$ cat src/rtl/count_cmd_gen.sv
// Counter command front end: synchronize and debounce buttons,
// auto-repeat Up/Dw, one-shot LD with switch capture.

module count_cmd_sync (
   input  logic clk,
   input  logic rst_n,
   input  logic d,
   output logic q
);

   logic meta;

   always_ff @(posedge clk or negedge rst_n) begin
      if (!rst_n) begin
         meta <= 1'b0;
         q    <= 1'b0;
      end else begin
         meta <= d;
         q    <= meta;
      end
   end

endmodule

module count_cmd_db #(
   parameter int DB_CYCLES = 4
) (
   input  logic clk,
   input  logic rst_n,
   input  logic sync,
   output logic db
);

   localparam logic [15:0] DB_LAST = 16'(DB_CYCLES - 1);

   logic [15:0] cnt;

   always_ff @(posedge clk or negedge rst_n) begin
      if (!rst_n) begin
         db  <= 1'b0;
         cnt <= '0;
      end else if (sync != db) begin
         if (cnt == DB_LAST) begin
            db  <= ~db;
            cnt <= '0;
         end else begin
            cnt <= cnt + 16'd1;
         end
      end else begin
         cnt <= '0;
      end
   end

endmodule

module count_cmd_rep #(
   parameter int HOLD_CYCLES = 8,
   parameter int REP_CYCLES  = 3
) (
   input  logic clk,
   input  logic rst_n,
   input  logic db,
   output logic req
);

   localparam int MAXC = (HOLD_CYCLES > REP_CYCLES) ? HOLD_CYCLES : REP_CYCLES;
   localparam int TW   = (MAXC > 1) ? $clog2(MAXC) : 1;
   localparam logic [TW-1:0] HOLD_LAST = TW'(HOLD_CYCLES - 1);
   localparam logic [TW-1:0] REP_LAST  = TW'(REP_CYCLES - 1);

   typedef enum logic [1:0] {
      IDLE,
      HOLD,
      REPEAT
   } st_t;

   st_t           st;
   logic [TW-1:0] tmr;

   always_ff @(posedge clk or negedge rst_n) begin
      if (!rst_n) begin
         st  <= IDLE;
         tmr <= '0;
      end else begin
         unique case (st)
            IDLE: begin
               if (db) begin
                  st  <= HOLD;
                  tmr <= '0;
               end
            end
            HOLD: begin
               if (!db) begin
                  st <= IDLE;
               end else if (tmr == HOLD_LAST) begin
                  st  <= REPEAT;
                  tmr <= '0;
               end else begin
                  tmr <= tmr + 1'b1;
               end
            end
            REPEAT: begin
               if (!db) begin
                  st <= IDLE;
               end else if (tmr == REP_LAST) begin
                  tmr <= '0;
               end else begin
                  tmr <= tmr + 1'b1;
               end
            end
            default: st <= IDLE;
         endcase
      end
   end

   // IDLE with db high can only follow a rising edge of db
   always_comb begin
      req = 1'b0;
      unique case (1'b1)
         (st == IDLE):   req = db;
         (st == HOLD):   req = db && (tmr == HOLD_LAST);
         (st == REPEAT): req = db && (tmr == REP_LAST);
         default:        req = 1'b0;
      endcase
   end

endmodule

module count_cmd_gen #(
   parameter int DB_CYCLES   = 4,
   parameter int HOLD_CYCLES = 8,
   parameter int REP_CYCLES  = 3
) (
   input  logic        clk,
   input  logic        rst_n,
   input  logic        btnU,
   input  logic        btnD,
   input  logic        btnL,
   input  logic [15:0] sw,
   output logic        Up,
   output logic        Dw,
   output logic        LD,
   output logic [15:0] Din
);

   logic syn_u, syn_d, syn_l;
   logic db_u, db_d, db_l;
   logic db_l_q;
   logic req_u, req_d, req_l;

   count_cmd_sync u_sync_u (.clk(clk), .rst_n(rst_n), .d(btnU), .q(syn_u));
   count_cmd_sync u_sync_d (.clk(clk), .rst_n(rst_n), .d(btnD), .q(syn_d));
   count_cmd_sync u_sync_l (.clk(clk), .rst_n(rst_n), .d(btnL), .q(syn_l));

   count_cmd_db #(.DB_CYCLES(DB_CYCLES)) u_db_u (
      .clk(clk), .rst_n(rst_n), .sync(syn_u), .db(db_u)
   );
   count_cmd_db #(.DB_CYCLES(DB_CYCLES)) u_db_d (
      .clk(clk), .rst_n(rst_n), .sync(syn_d), .db(db_d)
   );
   count_cmd_db #(.DB_CYCLES(DB_CYCLES)) u_db_l (
      .clk(clk), .rst_n(rst_n), .sync(syn_l), .db(db_l)
   );

   count_cmd_rep #(.HOLD_CYCLES(HOLD_CYCLES), .REP_CYCLES(REP_CYCLES)) u_rep_u (
      .clk(clk), .rst_n(rst_n), .db(db_u), .req(req_u)
   );
   count_cmd_rep #(.HOLD_CYCLES(HOLD_CYCLES), .REP_CYCLES(REP_CYCLES)) u_rep_d (
      .clk(clk), .rst_n(rst_n), .db(db_d), .req(req_d)
   );

   assign req_l = db_l & ~db_l_q;

   // Up/Dw lose to LD and to the opposite held button; losers are dropped
   always_ff @(posedge clk or negedge rst_n) begin
      if (!rst_n) begin
         db_l_q <= 1'b0;
         Up     <= 1'b0;
         Dw     <= 1'b0;
         LD     <= 1'b0;
         Din    <= '0;
      end else begin
         db_l_q <= db_l;
         Up     <= req_u & ~req_l & ~db_d;
         Dw     <= req_d & ~req_l & ~db_u;
         LD     <= req_l;
         if (req_l) Din <= sw;
      end
   end

endmodule

$ cat config.mk
export PLATFORM = sky130hd
export DESIGN_NAME = count_cmd_gen
export DESIGN_NICKNAME = d
export VERILOG_FILES = /design/src/rtl/count_cmd_gen.sv
export SDC_FILE = /design/constraint.sdc
export NUM_CORES = 1
export LEC_CHECK = 0
export ABC_AREA = 1
export BUFFER_PORTS_ARGS = -buffer_cell sky130_fd_sc_hd__buf_2
export CORE_AREA = 2 2 90 92
export DETAILED_ROUTE_END_ITERATION = 16
export DIE_AREA = 0 0 92 94
export PLACE_DENSITY = 0.87
export SLEW_MARGIN = 20
export SYNTH_ARGS = -nofsm -noshare
export SYNTH_HDL_FRONTEND = slang
export SYNTH_SLANG_ARGS = --single-unit
$ cat constraint.sdc
create_clock -name clk -period 1.45 [get_ports clk]
set_input_delay 0.145 -clock clk [delete_from_list [all_inputs] [get_ports clk]]
set_output_delay 0.145 -clock clk [all_outputs]
set_load 0.01 [all_outputs]
==> results of run 1 <==
-- metrics by stage --
| step | setup TNS [ns] | instances | hold slack, ns | power, mW | worst slack [ns] |
|---|---|---|---|---|---|
| CTS | 0 | 733 | 0.0105 | 7.52 | 0.0263 |
| global placement | 0 | 698 | 0.103 | 5.61 | 0.0614 |
| global route | -0.0858 | 738 | 0.0260 | 8.40 | -0.0391 |
| floorplan | 0 | 559 | -0.151 | 5.07 | 0.121 |
| detailed placement | -0.0538 | 698 | 0.0995 | 5.83 | -0.0425 |
| finish | 0 | 738 | 0.0234 | 7.84 | 0.0215 |
-- repair_timing --
action                                 4_1_cts  5_1_grt
pin swaps                                    0        8
endpoints found under the hold margin       46        0
gates resized for setup                      2       31
cloned                                       0        0
setup buffers                                0        5
setup endpoints to repair                    2       27
hold buffers                                19        0
-- kinds of logic (layout without fill, tap and decap cells) --
family	after synthesis	after routing	synth area share (%)
buffers and inverters	58	135	5.69
AO/OA/AOI/OAI	26	26	3.28
flip-flops	87	87	48.3
AND/OR/NAND/NOR	348	348	32.9
XOR/XNOR	21	21	4.50
adder cells (fa/ha/maj)	19	19	5.28
-- metal layers --
metal / wire length (um) / GRT usage, %
met1: 4080 / 27.5
met2: 5230 / 43.5
met3: 382 / 5.30
met4: 238 / 10.4
met5: 0 / 0
-- cells in the final DEF (no fill, tap or decap), types with 10 or more instances in the layout --
cell,instances
nand3_1,31
dfrtp_1,86
clkbuf_8,12
nor2_1,104
ha_1,11
dlygate4sd3_1,19
inv_1,44
buf_2,38
buf_4,10
nand2_1,159
nand4_1,20
xor2_1,12
-- registers in the layout (all words and copies together) (netlist names), 2 cells and up --
| signal | count |
|---|---|
| Din | 16 |
| u_db_d.cnt | 16 |
| u_db_l.cnt | 16 |
| u_db_u.cnt | 16 |
| u_rep_d.st | 2 |
| u_rep_d.tmr | 3 |
| u_rep_u.st | 2 |
| u_rep_u.tmr | 3 |
-- worst min path at each step --
stage / cells after the start / to
after floorplan: 0 / Din[0]$_DFFE_PN0P_
after global placement: 1 / u_db_d.cnt[2]$_DFF_PN0_
after detailed placement: 1 / u_db_d.cnt[3]$_DFF_PN0_
after CTS: 3 / Din[5]$_DFFE_PN0P_
after global routing: 3 / Din[5]$_DFFE_PN0P_
final: 3 / Din[5]$_DFFE_PN0P_
-- where the power goes --
part | switching (mW) | total, mW | internal, mW
combinational | 1.83 | 2.89 | 1.06
clock | 0.849 | 1.61 | 0.763
sequential | 0.418 | 3.33 | 2.92
total | 3.10 | 7.84 | 4.74
-- worst min-delay path: stages --
cell	delay (ns)
buf_2	0.08
nand2_1	0.05
nand2_1	0.07
-- cell type report --
class / count / area, sq um / share of cell area [%]
Clock inverter: 4 / 28.8 / 0.541
Timing Repair Buffer: 68 / 475 / 8.94
Clock buffer: 12 / 165 / 3.11
Multi-Input combinational cell: 414 / 2140 / 40.3
Sequential cell: 87 / 2180 / 41.0
Inverter: 51 / 196 / 3.69
Tap cell: 102 / 128 / 2.40
==> summary.txt, run 1 <==
Timing
  – Final min period: 1.43 ns
  – Final Max Slew Viols: 0
  – Skew final: 0.00500 ns
  – Max transition margin: 73.0%
  – # setup viols final: 0
  – Period utilization: 98.5%
  – Worst-margin pin slew: 0.405 ns
  – Fmax: 0.700 GHz
  – Final Hold Fails: 0

Synthesis
  – Syn_nets: 599
  – Yosys reg bits: 87
  – Most used DFF post-synth: dfrtp_1
  – Most frequent cell after synthesis: nand2_1
  – Post-synth ARST share: 100%
  – Cell taking the most area after synthesis: dfrtp_1
  – Cells after Synth: 559
  – Most frequent cells after synthesis: nand2_1 (161), nor2_1 (105), dfrtp_1 (87)
  – Number of synthesized flops with an enable pin: 0
  – Synth area leaders: dfrtp_1 (48%), nand2_1 (13%), nor2_1 (8.7%)
  – Register area share after synthesis: 48.3%
  – Yosys warnings: 0
  – Top cell type's share of synthesized area: 48.3%
  – Synth cell types: 28
  – Syn avg cell area: 8.06 sq um
  – Area of the mapped netlist: 4510 sq um

Finish
  – Final Core Density: 69.9%
  – Final instance area: 5320 sq um
  – Fillers: 582
  – Ant diodes: 0
  – Nets: 671
  – Share of cells above drive strength 1: 17.5%
  – Area grow syn2layout: 18.0%

Die
  – Die area: 8650 sq um
  – Initial Util: 59.2%
  – I/O Pins: 40
  – Std-Cell Rows: 32
  – Die Ht: 94 um
  – Total core area: 7610 sq um
  – Die width: 92 um

Routing
  – DR pass1 iterations: 4
  – DR vias/cell: 5.28
  – Vias: 3894
  – First DRT Iteration DRCs: 191
  – Wirelength per Cell: 13.5 um
  – DRC Markers: 0
  – Post-DRT Antenna Nets: 0
  – Total routed wirelength: 9.93 mm

Worst setup path
  – CP cell instances: buf_4 -> inv_1 -> ha_1 -> nand2_1 -> a21oi_2 -> nor3_2 -> nand2_1 -> nand2_1
  – Worst reg2reg setup slack: 0.02 ns
  – Largest delay contributor family on the critical path: flip-flops
  – Worst reg2reg startpoint: u_rep_u.tmr[0]$_DFFE_PN0P_
  – Slowest-stage cell, CP: dfrtp_1
  – Worst reg2reg path endpoint: u_rep_u.tmr[1]$_DFFE_PN0P_
  – Crit-path max cell delay: 0.43 ns
  – Buffers and inverters on the worst path: 2
  – CP Launch Type: register
  – Instance count on the critical path: 8
  – Worst setup path start: u_rep_u.tmr[0]$_DFFE_PN0P_
  – Worst Reg-to-Reg Cells: 8
  – Worst path arrival time: 1.67 ns
  – Endpoint class of the critical path: register
  – Crit-path max FO: 4
  – CP required: 1.70 ns
  – CP Capture Point: u_rep_u.tmr[1]$_DFFE_PN0P_
  – Kind of critical path: register to register
  – Most common cell on crit path: nand2_1

Clock tree
  – Htree depth: 3
  – Clock buffer count from CTS: 9
  – CTS tree: done
  – Clk_lat worst skew: 0.36 ns
  – CTS root buffer: clkbuf_8
  – Clock sinks: 87
  – Clock tree buffer depth: 2
  – Worst-path clk slew: 0.08 ns

Power
  – Worst VDD drop: 0.000821 V
  – Power per cell area: 1470 nW/um^2
  – Leakage power: 2.48 nW

GRT
  – GRT Resource Usage Total: 24.1%
  – Vias in the first global route: 3865
  – Initial antenna violation count: 0
  – Aggregate global routing overflow: 0
  – First-pass GRT wire length: 16.6 mm
  – Largest net degree at the start of global routing: 36

Placement
  – PortBufs: 39
  – Detail Placement HPWL: 6.72 mm
  – Dpl cell area: 4820 sq um
  – GP Congestion: 0.906

Outcome
  – Outcome: finished, final reports clean

Hold path
  – HP Start: sw[5]
  – Hold WC Path Type: input port to register

Job
  – Maxcap violations: 0
Power figures use the tool's default switching activity.
==> run 2: changes to the inputs <==
- BUFFER_PORTS_ARGS: -buffer_cell sky130_fd_sc_hd__buf_2 -> -buffer_cell sky130_fd_sc_hd__buf_4
- CORE_AREA: 2 2 90 92 -> 2 2 95 97
- DIE_AREA: 0 0 92 94 -> 0 0 97 99
- PLACE_DENSITY: 0.87 -> 0.83
- clock period: 1.45 -> 1.22 ns (I/O delays scaled with it)
==> summary.txt, run 2 (synthesized netlist as in run 1, its figures left out) <==
Outcome
  – Violated checks: setup timing
  – Outcome: complete, but fails checks

Clock tree
  – Clock buffer count from CTS: 9
  – Worst-path clk slew: 0.12 ns
  – Clock sinks: 87
  – Clk_lat worst skew: 0.39 ns
  – CTS tree: done
  – Clock tree buffer depth: 2
  – CTS root buffer: clkbuf_8
  – Htree depth: 3

Timing
  – RSZ-0062 raised after global routing: yes
  – Post-route setup slack: -0.201 ns
  – Worst-margin pin slew: 0.324 ns
  – Setup TNS: -3.01 ns
  – # setup viols final: 42
  – Final Hold Fails: 0
  – Fmax: 0.704 GHz
  – Max transition margin: 78.3%
  – Min Hold Slack: 0.0968 ns
  – Final min period: 1.42 ns
  – Final Max Slew Viols: 0
  – Period utilization: 116%
  – Skew final: 0.0245 ns

Routing
  – Wirelength per Cell: 19.8 um
  – Vias: 4692
  – Total routed wirelength: 15.7 mm
  – First DRT Iteration DRCs: 355
  – Post-DRT Antenna Nets: 0
  – DR vias/cell: 5.90
  – DRC Markers: 0
  – DR pass1 iterations: 5

GRT
  – First-pass GRT wire length: 19.3 mm
  – Aggregate global routing overflow: 0
  – GRT Resource Usage Total: 24.4%
  – Initial antenna violation count: 0
  – Vias in the first global route: 4192
  – Largest net degree at the start of global routing: 43

Die
  – Total core area: 8550 sq um
  – Initial Util: 52.7%
  – Die width: 97 um
  – I/O Pins: 40
  – Die area: 9600 sq um
  – Std-Cell Rows: 34
  – Die Ht: 99 um

Finish
  – Final Core Density: 76.7%
  – Area grow syn2layout: 45.6%
  – Share of cells above drive strength 1: 40.5%
  – Fin cells: 795
  – Ant diodes: 0
  – Final instance area: 6560 sq um
  – Nets: 722
  – Most common cell after layout, fill and taps aside: nand2_1
  – Most frequent cells in the layout: nand2_1 (132), buf_4 (83), nor2_1 (81), dfrtp_1 (70), inv_1 (28)

Placement
  – Dpl cell area: 5110 sq um
  – Worst slack, placed: -0.129 ns
  – Placed Cells: 724
  – PortBufs: 39
  – Detail Placement HPWL: 6.77 mm
  – GP Congestion: 0.917

Power
  – Power per cell area: 1870 nW/um^2
  – Leakage power: 2.95 nW
  – Tot Pwr: 12.3 mW
  – Worst VDD drop: 0.000872 V

Worst setup path
  – Kind of critical path: register to register
  – Slowest-stage cell, CP: dfrtp_2
  – Endpoint class of the critical path: register
  – CP required: 1.54 ns
  – Worst path arrival time: 1.74 ns
  – Crit-path max cell delay: 0.48 ns
  – Most common cell on crit path: nand2_1
  – Crit-path max FO: 4
  – Worst Reg-to-Reg Cells: 6
  – Worst reg2reg startpoint: u_rep_u.st[0]$_DFFE_PN0P_
  – CP Launch Type: register
  – CP cell instances: ha_1 -> inv_2 -> nand4_1 -> nand2_2 -> nand2_1 -> nand2_1
  – Worst reg2reg setup slack: -0.20 ns
  – Worst reg2reg path endpoint: u_rep_u.tmr[0]$_DFFE_PN0P_

Hold path
  – Hold WC Path Type: input port to asynchronous set/reset pin

Job
  – Maxcap violations: 0
==> run 2: cell types whose count changed in the layout (fill, tap and decap cells not counted), moves of 23 or more <==
| cell | change |
|---|---|
| buf_4 | +73 |
| nand2_1 | -27 |
| buf_2 | -38 |
| nor2_1 | -23 |
==> run 2: final cells by class <==
| cell class | count | area [sq um] |
|---|---|---|
| flip-flops and latches | 87 | 2200 |
| clock buffers | 10 | 138 |
| well taps | 108 | 135 |
| multi-input cells | 414 | 2760 |
| inverters | 51 | 211 |
| repair buffers | 119 | 1030 |
| clock inverters | 6 | 91.3 |
| fillers | 472 | 1990 |
==> run 2: how the worst max path moves through the flow <==
stage	slack, ns	to	start	cells after the start
3_3_place_gp	-0.05	u_rep_d.st[0]$_DFFE_PN0P_	u_rep_d.tmr[0]$_DFFE_PN0P_	6
2_1_floorplan	-0.008	u_rep_d.st[0]$_DFFE_PN0P_	u_rep_d.tmr[0]$_DFFE_PN0P_	6
3_5_place_dp	-0.13	u_rep_d.tmr[0]$_DFFE_PN0P_	u_rep_d.tmr[0]$_DFFE_PN0P_	7
4_1_cts	-0.08	u_rep_u.tmr[2]$_DFFE_PN0P_	u_rep_u.st[1]$_DFFE_PN0P_	7
6_report	-0.20	u_rep_u.tmr[0]$_DFFE_PN0P_	u_rep_u.st[0]$_DFFE_PN0P_	6
5_1_grt	-0.22	u_rep_u.tmr[0]$_DFFE_PN0P_	u_rep_u.st[0]$_DFFE_PN0P_	7
==> run 2: metal layers <==
| metal | wire length (um) | GRT usage [%] | up-vias |
|---|---|---|---|
| met5 | 0 | 0 | - |
| met4 | 1130 | 11.8 | 0 |
| met3 | 1080 | 3.90 | 108 |
| met2 | 7920 | 42.3 | 298 |
| met1 | 5590 | 29.9 | 2277 |
| li1 | - | - | 2009 |
==> run 2: worst max-delay path, delay by kind of cell, from the launching register on <==
family / cells / cell delay (ns)
flops: 1 / 0.48
fa+ha+maj: 1 / 0.24
buf+inv: 1 / 0.08
simple gates: 4 / 0.56
==> run 2: timing repair <==
action	CTS	global route
gates resized for setup	61	151
hold buffers	20	0
pin swaps	14	70
hold endpoints to repair	106	0
setup buffers	5	30
endpoints found under the setup margin	37	58
==> run 2: power by group <==
part / switching, mW / internal [mW] / total, mW / leakage (nW)
sequential: 0.674 / 3.48 / 4.15 / 1.13
clock: 1.19 / 1.22 / 2.42 / 0.117
combinational: 3.24 / 2.45 / 5.69 / 1.70
total: 5.11 / 7.15 / 12.3 / 2.95
